### src/rtl/mult_share_arbiter.sv
// Round-robin front end that time-shares one registered multiplier between two
// valid/ready requesters and returns each product on a tagged response channel.
module mult_share_arbiter #(
  parameter int DATA_WIDTH   = 32,
  parameter int MULT_LATENCY = 1
) (
  input  logic                    clk,
  input  logic                    reset,
  input  logic                    req0_valid,
  output logic                    req0_ready,
  input  logic [DATA_WIDTH-1:0]   req0_a,
  input  logic [DATA_WIDTH-1:0]   req0_b,
  input  logic                    req1_valid,
  output logic                    req1_ready,
  input  logic [DATA_WIDTH-1:0]   req1_a,
  input  logic [DATA_WIDTH-1:0]   req1_b,
  output logic                    resp_valid,
  input  logic                    resp_ready,
  output logic                    resp_id,
  output logic [2*DATA_WIDTH-1:0] resp_result,
  output logic                    mult_enable,
  output logic [DATA_WIDTH-1:0]   mult_a,
  output logic [DATA_WIDTH-1:0]   mult_b,
  input  logic [2*DATA_WIDTH-1:0] mult_result
);

  typedef enum logic [1:0] {
    IDLE = 2'd0,
    BUSY = 2'd1,
    RESP = 2'd2
  } state_t;

  state_t     state, state_next;
  logic [3:0] cnt;
  logic       last_grant;
  logic       grant0, grant1;

  // NOTE: every signal driven here gets a default before the case so no
  // path leaves it unassigned, which would otherwise infer a latch.
  always_comb begin
    state_next = state;
    grant0     = 1'b0;
    grant1     = 1'b0;
    case (state)
      IDLE: begin
        // Grants stay low while reset is high so no handshake can slip in.
        if (!reset) begin
          grant0 = req0_valid && (!req1_valid || last_grant);
          grant1 = req1_valid && (!req0_valid || !last_grant);
        end
        if (grant0 || grant1) state_next = BUSY;
      end
      BUSY:    if (cnt == 4'd0) state_next = RESP;
      RESP:    if (resp_ready) state_next = IDLE;
      default: state_next = IDLE;
    endcase
  end

  assign req0_ready  = grant0;
  assign req1_ready  = grant1;
  assign mult_enable = (state == BUSY);
  assign resp_valid  = (state == RESP);

  // NOTE: sequential state uses non-blocking assignments so every register
  // samples pre-edge values regardless of statement order.
  always_ff @(posedge clk) begin
    if (reset) begin
      state       <= IDLE;
      cnt         <= 4'd0;
      last_grant  <= 1'b1;
      mult_a      <= '0;
      mult_b      <= '0;
      resp_id     <= 1'b0;
      resp_result <= '0;
    end else begin
      state <= state_next;
      case (state)
        IDLE: begin
          if (grant0 || grant1) begin
            mult_a     <= grant1 ? req1_a : req0_a;
            mult_b     <= grant1 ? req1_b : req0_b;
            resp_id    <= grant1;
            last_grant <= grant1;
            cnt        <= 4'(MULT_LATENCY);
          end
        end
        BUSY: begin
          // cnt reaching zero marks the cycle the multiplier output is valid.
          if (cnt == 4'd0) resp_result <= mult_result;
          else             cnt <= cnt - 4'd1;
        end
        default: ;
      endcase
    end
  end

endmodule

### config.mk
export PLATFORM = sky130hd
export DESIGN_NAME = mult_share_arbiter
export DESIGN_NICKNAME = d
export VERILOG_FILES = /design/src/rtl/mult_share_arbiter.sv
export SDC_FILE = /design/constraint.sdc
export NUM_CORES = 1
export LEC_CHECK = 0
export CAP_MARGIN = 10
export CORE_AREA = 3 3 135 124
export DETAILED_ROUTE_END_ITERATION = 16
export DIE_AREA = 0 0 138 127
export GPL_TIMING_DRIVEN = 0
export PLACE_DENSITY = 0.8
export SETUP_SLACK_MARGIN = 0.02
export SLEW_MARGIN = 20
export SYNTH_ARGS = -nofsm -noshare
export SYNTH_HDL_FRONTEND = slang
export SYNTH_SLANG_ARGS = --single-unit
### constraint.sdc
create_clock -name clk -period 1.95 [get_ports clk]
set_input_delay 0.39 -clock clk [delete_from_list [all_inputs] [get_ports clk]]
set_output_delay 0.39 -clock clk [all_outputs]
set_load 0.02 [all_outputs]
==> flow_summary.toml <==
[critical_path]
worst_ep_required_time_ns = 1.56
cp-end-kind = "primary output"
worstPathBufferInverterCount = 2
crit_path_start_kind = "flop"
slowest_delay_ns = 0.41
r2r-start = "cnt[0]"
path_class = "flop to primary output"
slowest_stage = "or3_4"
worstPathArrival_ns = 1.54
critical_path.top_delay_family = "simple AND/OR/NAND/NOR gates"
reg2reg_depth = 7
rrSetupSlack_ns = 0.14
cp_max_fo = 4
crit_path_cell_trace = "or3_4, buf_12, nor2_4, buf_6"
r2r-end = "resp_result[35]"

[grt]
grt_max_degree = 20
grt.total_usage = 0.265
grt_pass1_wl_um = 37400
grt_pass1_vias = 7009
antenna_found_initial = 5
overflow = 0

[worst_hold_path]
worstHoldStart = "req0_valid"
hold_path_depth = 3
min_path_type = "primary input to flop"
min_to = "resp_id"

[detailed_routing]
remaining_drc_errors = 0
firstDrtPassIters = 5
vias = 7184
wl_um = 24700
wire_per_inst_um = 19.2
antenna_left = 0
viasPerCell = 5.56
drt_iter0_drc = 433

[pwr]
powerDensity_nw_per_um2 = 835
max-vdd-ir-drop_mv = 0.726
power_w = 0.00852
leakage_nw = 3.52

[synthesis]
syn_nets = 917
synth.avg_cell_area_sq_um = 8.34
yosysUniqueCellTypes = 37
async_reset_ff_frac = 0
synth_seq_area_share = 0.454
synth_edf_count = 0
synthFlopType = "dfxtp_1"
ys_ff_latch = 136
netlist_area_sq_um = 5990
yosysWarnings = 0
syn_inst = 719

[final_layout]
final_cells = 1291
regArea_sq_um = 2730
fin_nets = 1269
fillers = 1323
multiInputGateArea_sq_um = 2800
layout-drive-gt1-share = 0.108
stdcell_area_sq_um = 10200
syn_to_final_growth_pct = 70.4

[clock_network]
clockBufferDepth = 2
cts.sinks = 136
ctsRootBufferMaster = "clkbuf_16"
hold_buffers = 0
cts_buffers = 17
h-tree-depth = 4
tritoncts = "built"
clk_pin_slew_ns = 0.06
insertion_delay_ns = 0.42

[floorplanning]
start_util = 0.389
fp.dieW_um = 138
rows = 43
num_io_pins = 330
die_h_um = 127
core_region_area_sq_um = 15400
die-area_sq_um = 17500

[sta]
worstMarginPinSlew_ns = 0.648
fin_crit_sh = 0.992
hold-worst-slack_ns = 0.447
maxSlewViolCount = 0
setup_ws_ns = 0.0151
finalHoldViolCount = 0
finClkSkew_ns = 0.00883
maxSlewHeadroom = 0.568
rsz0062_at_grt = "yes"
finalSetupViolations = 0
fmax_mhz = 517
layout_min_cycle_time_ns = 1.93

[placed_design]
dpl-instance-area_sq_um = 9540
post-place-ws_ns = -0.837
dpl.hpwl_um = 18100
gp_congestion = 0.882
io_buffers = 329
dp_cells = 1250

[run]
maxCapViolCount = 0

[run_status]
status = "completed"
layout make-up:
type                       count  share of cell area
timing repair buffer         335               0.327
sequential                   136               0.267
inverter                       7             0.00331
tap                          202              0.0248
clock buffer                  18              0.0420
multi-input combinational    484               0.275
clock inverter                14              0.0143
antenna                        5             0.00123
buffer                        90              0.0457
cells in the final DEF (no fill, tap or decap), drive strengths merged, types with 2 or more instances in the layout:
cell type,n
inv,10
nor2,4
dlymetal6s2s,2
dlygate4sd2,2
buf,62
nand3,129
nor3,4
clkdlybuf4s50,322
bufinv,2
a311oi,64
clkinvlp,3
nand2b,3
a21oi,131
clkinv,6
and2,2
dfxtp,136
diode,5
a211oi,2
clkbuf,55
o21ai,129
power breakdown:
group / switching (W) / internal (W)
Sequential: 0.000122 / 0.00300
Clock: 0.00128 / 0.00189
Combinational: 0.00119 / 0.00106
how the worst max path moves through the flow:
stage,startpoint,endpoint,cells after the start
floorplan,reset,req1_ready,4
global placement,reset,req1_ready,6
detailed placement,reset,req1_ready,6
CTS,state[1],req1_ready,4
global route,state[0],req1_ready,4
finish,state[0],req1_ready,4
per-layer routing:
metal / global-route usage / vias up / wire length [um]
li1: - / 3423 / -
met1: 0.308 / 3366 / 9820
met2: 0.443 / 345 / 12000
met3: 0.0894 / 50 / 2150
met4: 0.127 / 0 / 743
met5: 0 / - / 0
worst min-delay path, stage by stage:
cell and delay, ns:
dlymetal6s2s_1 0.16, a31oi_1 0.10, o21ba_1 0.16
cell usage after synthesis (2+ instances only):
library cell  count  area (sq um)
nand2b_1          3          18.8
inv_1             6          22.5
a311oi_2          8           120
clkbuf_2          2          10.0
a21oi_1         131           656
dfxtp_1         136          2720
nor2_1            3          11.3
nor3_1            3          15.0
buf_2            42           210
a211oi_1          2          15.0
nand3_1         129           646
clkbuf_1         37           139
a311oi_1         56           490
o21ai_1          13          65.1
o21ai_0         116           581
and2_1            2          12.5
buf_6             3          33.8
buf_4             8          60.1
registers in the layout, indices dropped and copies added (netlist names):
register     flops
resp_id          1
mult_a          32
cnt              4
mult_b          32
state            2
resp_result     64
last_grant       1
cell families (layout without fill, tap and decap cells):
| family | count (synthesis) | after routing | share of synthesized area |
|---|---|---|---|
| buffers and inverters | 99 | 464 | 0.0804 |
| and+or+nand+nor | 149 | 149 | 0.129 |
| AOI/OAI and AO/OA | 333 | 333 | 0.332 |
| DFF | 136 | 136 | 0.454 |
| muxes | 1 | 1 | 0.00188 |
| other | 0 | 5 | 0 |
| adders and majority gates | 1 | 1 | 0.00209 |
per-stage QoR:
| stage | util | setup TNS, ns |
|---|---|---|
| 2_1_floorplan | - | 0 |
| 3_3_place_gp | 0.620 | -32.33 |
| 3_5_place_dp | 0.620 | -33.91 |
| 4_1_cts | 0.659 | -0.0596 |
| 5_1_grt | 0.664 | -0.0405 |
| 6_report | 0.664 | 0 |
repair_timing:
| action | in CTS | in global routing |
|---|---|---|
| pin swaps | 1 | 2 |
| resized for setup | 28 | 33 |
| setup buffers | 2 | 4 |
| setup endpoints to repair | 6 | 94 |
(Power assumes the default switching activity.)
